`config.mk`:
```
export PLATFORM = sky130hd
export DESIGN_NAME = signal_monitor_exerciser
export DESIGN_NICKNAME = d
export VERILOG_FILES = /design/src/rtl/signal_monitor_exerciser.sv
export SDC_FILE = /design/constraint.sdc
export NUM_CORES = 1
export LEC_CHECK = 0
export ABC_AREA = 1
export CAP_MARGIN = 20
export CORE_MARGIN = 1
export CORE_UTILIZATION = 45
export DETAILED_ROUTE_END_ITERATION = 12
export PLACE_DENSITY = 0.77
export REMOVE_ABC_BUFFERS = 1
export SKIP_LAST_GASP = 1
export SYNTH_ARGS = -nofsm -noshare
export SYNTH_HDL_FRONTEND = slang
export SYNTH_SLANG_ARGS = --single-unit
export TNS_END_PERCENT = 100
```
`constraint.sdc`:
```
create_clock -name clk -period 3.2 [get_ports clk]
set_clock_uncertainty 0.2 [all_clocks]
set_input_delay 0.48 -clock clk [delete_from_list [all_inputs] [get_ports clk]]
set_output_delay 0.48 -clock clk [all_outputs]
set_load 0.01 [all_outputs]
```
`src/rtl/signal_monitor_exerciser.sv`:
```
// Stimulus source and checker for the signal monitor: drives LFSR-derived vectors, compares the
// monitor's status/control against a golden model and reports pass, error count and first failure.
module signal_monitor_exerciser #(
    parameter int unsigned NUM_VECTORS = 16,
    parameter logic [7:0]  SEED        = 8'hA5
) (
    input  logic       clk,
    input  logic       reset,
    input  logic       start,
    input  logic [3:0] mon_control,
    input  logic [2:0] mon_status,
    output logic [3:0] drv_a,
    output logic [3:0] drv_b,
    output logic [1:0] drv_mode,
    output logic       busy,
    output logic       done,
    output logic       pass,
    output logic [7:0] err_count,
    output logic [7:0] first_fail
);

    localparam logic [7:0] SeedEff = (SEED == 8'h00) ? 8'h01 : SEED;
    localparam logic [7:0] LastIdx = 8'(NUM_VECTORS - 1);

    typedef enum logic [2:0] {StIdle, StLoad, StSettle, StCheck, StRamp, StDone} state_t;

    state_t     state;
    logic [7:0] lfsr;
    logic [7:0] idx;
    logic [2:0] r;
    logic [2:0] status_cap;
    logic       ramp_err;

    logic [7:0] lfsr_next;
    logic [3:0] sum;
    logic [3:0] exp_control;
    logic [2:0] exp_status;
    logic [3:0] ramp_exp;
    logic       check_miss;
    logic       ramp_miss;
    logic       vec_end;
    logic       vec_err;
    logic [7:0] err_inc;

    assign lfsr_next = {lfsr[6:0], lfsr[7] ^ lfsr[5] ^ lfsr[4] ^ lfsr[3]};
    assign sum       = drv_a + drv_b;

    // Golden model, evaluated on the held drive values of the current vector
    always_comb begin
        exp_control = 4'h0;
        exp_status  = 3'b111;
        case (drv_mode)
            2'b00: begin
                exp_control = sum;
                exp_status  = 3'b001;
            end
            2'b01: begin
                if (drv_a > drv_b) begin
                    exp_control = drv_a - drv_b;
                    exp_status  = 3'b100;
                end else if (drv_a < drv_b) begin
                    exp_control = drv_b - drv_a;
                    exp_status  = 3'b010;
                end else begin
                    exp_control = 4'h0;
                    exp_status  = 3'b001;
                end
            end
            2'b11: begin
                exp_control = sum >> 1;
                exp_status  = 3'b111;
            end
            default: begin
                exp_control = 4'h0;
                exp_status  = 3'b111;
            end
        endcase
    end

    // Control value expected at the end of ramp cycle r (r >= 1)
    always_comb begin
        case (r)
            3'd1:    ramp_exp = 4'd0;
            3'd2:    ramp_exp = 4'd5;
            3'd3:    ramp_exp = 4'd10;
            default: ramp_exp = 4'd15;
        endcase
    end

    assign check_miss = (status_cap != exp_status) || (mon_control != exp_control);
    assign ramp_miss  = (mon_status != 3'b111) || ((r != 3'd0) && (mon_control != ramp_exp));
    assign vec_end    = (state == StCheck) || ((state == StRamp) && (r == 3'd4));
    assign vec_err    = (state == StCheck) ? check_miss : (ramp_err | ramp_miss);
    assign err_inc    = (err_count == 8'hFF) ? err_count : err_count + 8'd1;

    always_ff @(posedge clk or posedge reset) begin
        if (reset) begin
            state      <= StIdle;
            lfsr       <= SeedEff;
            idx        <= 8'd0;
            r          <= 3'd0;
            status_cap <= 3'd0;
            ramp_err   <= 1'b0;
            drv_a      <= 4'h0;
            drv_b      <= 4'h0;
            drv_mode   <= 2'b00;
            busy       <= 1'b0;
            done       <= 1'b0;
            pass       <= 1'b0;
            err_count  <= 8'd0;
            first_fail <= 8'hFF;
        end else begin
            case (state)
                StIdle, StDone: begin
                    if (start) begin
                        state      <= StLoad;
                        lfsr       <= SeedEff;
                        idx        <= 8'd0;
                        err_count  <= 8'd0;
                        first_fail <= 8'hFF;
                        busy       <= 1'b1;
                        done       <= 1'b0;
                        pass       <= 1'b0;
                    end
                end
                StLoad: begin
                    drv_a    <= lfsr[7:4];
                    drv_b    <= lfsr[3:0];
                    drv_mode <= idx[1:0];
                    if (idx[1:0] == 2'b10) begin
                        state    <= StRamp;
                        r        <= 3'd0;
                        ramp_err <= 1'b0;
                    end else begin
                        state <= StSettle;
                    end
                end
                StSettle: begin
                    status_cap <= mon_status;
                    state      <= StCheck;
                end
                StCheck: begin
                end
                StRamp: begin
                    ramp_err <= ramp_err | ramp_miss;
                    if (r != 3'd4) r <= r + 3'd1;
                end
                default: state <= StIdle;
            endcase

            // One error at most per vector, committed on its final edge
            if (vec_end) begin
                if (vec_err) begin
                    err_count <= err_inc;
                    if (first_fail == 8'hFF) first_fail <= idx;
                end
                lfsr <= lfsr_next;
                idx  <= idx + 8'd1;
                if (idx == LastIdx) begin
                    state <= StDone;
                    busy  <= 1'b0;
                    done  <= 1'b1;
                    pass  <= (err_count == 8'd0) && !vec_err;
                end else begin
                    state <= StLoad;
                end
            end
        end
    end

endmodule

```
==> impl_metrics.env <==
export IMPL_cts_buffers=5
export IMPL_cts_hold_buf=0
export IMPL_initial_core_util_pct=47.12
export IMPL_pwr_share_comb_pct=59.3
export IMPL_htreeDepth=2
export IMPL_slew_headroom_pct=52.57
export IMPL_async_flop_share_pct=100.0
export IMPL_fin_crit_ps=2909
export IMPL_fillers=714
export IMPL_io_buffers=38
export IMPL_grt_pass1_vias=3298
export IMPL_crit_path_start_kind="register"
export IMPL_rsz0062_at_grt="no"
export IMPL_drt_initial_drc_count=211
export IMPL_grt_pass1_wl_um=14050
export IMPL_cts_tree="done"
export IMPL_via_count=3387
export IMPL_drc=0
export IMPL_die_w_um=92.41
export IMPL_syn_to_final_growth_pct=17.01
export IMPL_crit_path_cell_trace="inv_1 > fa_1 > nand2_1 > nand2_1 > nand3_2 > o21ai_0 > o211ai_1 > nand3_1 > nand2_1 > nand2_1 > nand2_4 > nand2_8 > inv_1 > nand2_1 > nand3_1 > nand2_1"
export IMPL_drt_met1_wl_um=3623
export IMPL_max_stage_delay_ps=530
export IMPL_synth_area_sq_mm=0.003679
export IMPL_met3_length_um=387
export IMPL_clock_latency_ps=310
export IMPL_dpl_hpwl_um=6021
export IMPL_boundaryPins=39
export IMPL_slew_viol_final=0
export IMPL_drt_vias_per_instance=5.155
export IMPL_ys_seq_elements=55
export IMPL_finalSetupTns_ps=0
export IMPL_crit_path_end_kind="register"
export IMPL_crit_family="simple AND/OR/NAND/NOR gates"
export IMPL_cts_sinks=55
export IMPL_p_clk_share_pct=11.3
export IMPL_core_sq_mm=0.007807
export IMPL_p_per_area_mw_per_mm2=971.2
export IMPL_min_path_type="register to register"
export IMPL_power_internal_w=0.002233
export IMPL_wl_um=8081
export IMPL_path_buf_inv=2
export IMPL_maxUsedRoutingLayer="met4"
export IMPL_status="complete, no violations"
export IMPL_switching_power_w=0.001947
export IMPL_seq_power_share_pct=29.4
export IMPL_synth_flop_cell="dfrtp_1"
export IMPL_die_y_um=92.41
export IMPL_finalCritPeriodShare_pct=90.90
export IMPL_required_ps=3200
export IMPL_overflow=0
export IMPL_setup_violations=0
export IMPL_antenna_found_initial=0
export IMPL_drive_gt1_share_pct=7.928
export IMPL_antenna_left=0
export IMPL_cpMostUsedCell="nand2_1"
export IMPL_std_cell_rows=32
export IMPL_clk_pin_slew_ps=100
export IMPL_fin_cells=657
export IMPL_final_hold_viol_count=0
export IMPL_slowest_stage="dfrtp_1"
export IMPL_wl_met2_um=3912
export IMPL_avgSynthCellArea_sq_um=7.171
export IMPL_crit_arrival_ps=2910
export IMPL_crit_type="register to register"
export IMPL_drtPass1Iterations=4
export IMPL_p_leak_nw=2.132
export IMPL_root_buffer="clkbuf_8"
export IMPL_place_congestion=0.8837
export IMPL_fin_hold_ws_ps=295.7
export IMPL_dieArea_sq_mm=0.008540
export IMPL_yosysSeqAreaShare_pct=37.82
export IMPL_rrSetupSlack_ps=290
export IMPL_synth_edf_count=0
export IMPL_nets=586
export IMPL_n_antenna_cell=0
export IMPL_maxCapViolCount=0
export IMPL_grt_max_degree=36
export IMPL_dp_cells=648
export IMPL_worst_pin_slew_ps=710.4
export IMPL_clockBufferDepth=2
export IMPL_netlist_instances=513
export IMPL_max_freq_mhz=343.8
export IMPL_swShare_pct=46.59
export IMPL_vdd_drop_max_v=0.0004209
export IMPL_critPathMaxFanout=12
export IMPL_yosysWarnings=0
export IMPL_grt_total_usage_pct=20.02
export IMPL_wire_per_inst_um=12.30
export IMPL_ys_types=36
==> path summary, 6_finish.rpt <==
kind | startpoint | to | depth (start not counted)
worst max-delay path | drv_b[1] | err_count[6] | 16
worst min-delay path | done | done | 2
worst max register to register | drv_b[1] | err_count[6] | 16
worst min register to register | done | done | 2
max in group asynchronous | reset | status_cap[1] | 3
min in group asynchronous | reset | pass | 2
==> through the flow <==
stage	area [sq um]	setup WS [ps]	util (%)	total power, W
floorplan	3610	517.9	-	0.002951
global route	4304	9.883	55.13	0.004610
global placement	4163	376.9	53.32	0.003639
detailed placement	4163	271.5	53.32	0.003702
CTS	4279	230.6	54.81	0.004196
finish	4304	291.3	55.13	0.004180
==> synth_stat cells, drive strengths merged (7+ instances only) <==
cell type | n | area [sq um]
o22ai | 7 | 43.79
dfstp | 12 | 315.3
ha | 19 | 237.7
inv | 88 | 330.3
dfrtp | 43 | 1076
o21ai | 38 | 190.2
nand2 | 148 | 573.0
xor2 | 7 | 61.31
nand3 | 41 | 210.2
nand4 | 7 | 43.79
a21oi | 16 | 80.08
nor2 | 44 | 182.7
==> layout make-up <==
| cell class | instances | area (sq um) | share of cell area [%] |
|---|---|---|---|
| clock inverters | 3 | 47.55 | 1.105 |
| repair buffers | 44 | 425.4 | 9.884 |
| well taps | 102 | 127.6 | 2.965 |
| inverters | 89 | 334.1 | 7.762 |
| multi-input cells | 359 | 1909 | 44.36 |
| clock buffers | 5 | 68.82 | 1.599 |
| flip-flops and latches | 55 | 1391 | 32.33 |
==> routing by layer <==
| layer | track usage [%] | up-vias |
|---|---|---|
| met2 | 34.63 | 101 |
| met5 | 0 | - |
| met4 | 6.510 | 0 |
| met3 | 2.709 | 19 |
| met1 | 25.73 | 1572 |
| li1 | - | 1695 |
==> worst register-to-register path: stages (launching register included) <==
cell,delay (ps)
dfrtp_1,530
inv_1,130
fa_1,460
nand2_1,80
nand2_1,100
nand3_2,130
o21ai_0,90
o211ai_1,130
nand3_1,110
nand2_1,70
nand2_1,90
nand2_4,170
nand2_8,100
inv_1,160
nand2_1,90
nand3_1,90
nand2_1,70
==> state kept, by name, summed over array words and instances (netlist names) <==
register and flops:
drv_mode 2, busy 1, first_fail 8, lfsr 8, drv_b 4, err_count 8, idx 8, pass 1
drv_a 4, r 3, ramp_err 1, state 3, done 1, status_cap 3
==> cell usage in the layout (no fill, tap or decap), drive strengths merged <==
master	count
nor2	44
nand4	7
nand3	41
a21boi	1
fa	3
xnor2	5
nor3	6
xor2	7
a22oi	4
buf	6
nand3b	3
o211ai	2
clkdlybuf4s50	38
ha	19
nand2	149
o21ai	38
o22ai	7
dfrtp	43
bufinv	1
nor4	5
inv	89
or2	1
a21oi	16
dfstp	12
mux2i	1
clkinv	2
clkbuf	5
==> power by group through the flow <==
stage | clock, W | combinational, W | sequential, W
2_1_floorplan | 0 | 0.00169 | 0.00126
3_3_place_gp | 0 | 0.00241 | 0.00123
3_5_place_dp | 0 | 0.00246 | 0.00124
4_1_cts | 0.000491 | 0.00247 | 0.00123
5_1_grt | 0.000512 | 0.00283 | 0.00127
6_report | 0.000474 | 0.00248 | 0.00123
==> logic make-up (layout without fill, tap and decap cells) <==
group           count (synthesis)  in the layout  synth area share (%)
xor+xnor                       12             12                 2.857
buf+inv                       100            141                 10.95
flops                          55             55                 37.82
fa+ha+maj                      22             22                 8.095
simple gates                  255            256                 29.90
compound gates                 68             68                 10.10
mux                             1              1                0.2721
==> repair_timing <==
| item | CTS | global route |
|---|---|---|
| buffers inserted | 0 | 0 |
| setup endpoints to repair | 0 | 6 |
| resized for setup | 0 | 2 |
Power figures use the tool's default switching activity.
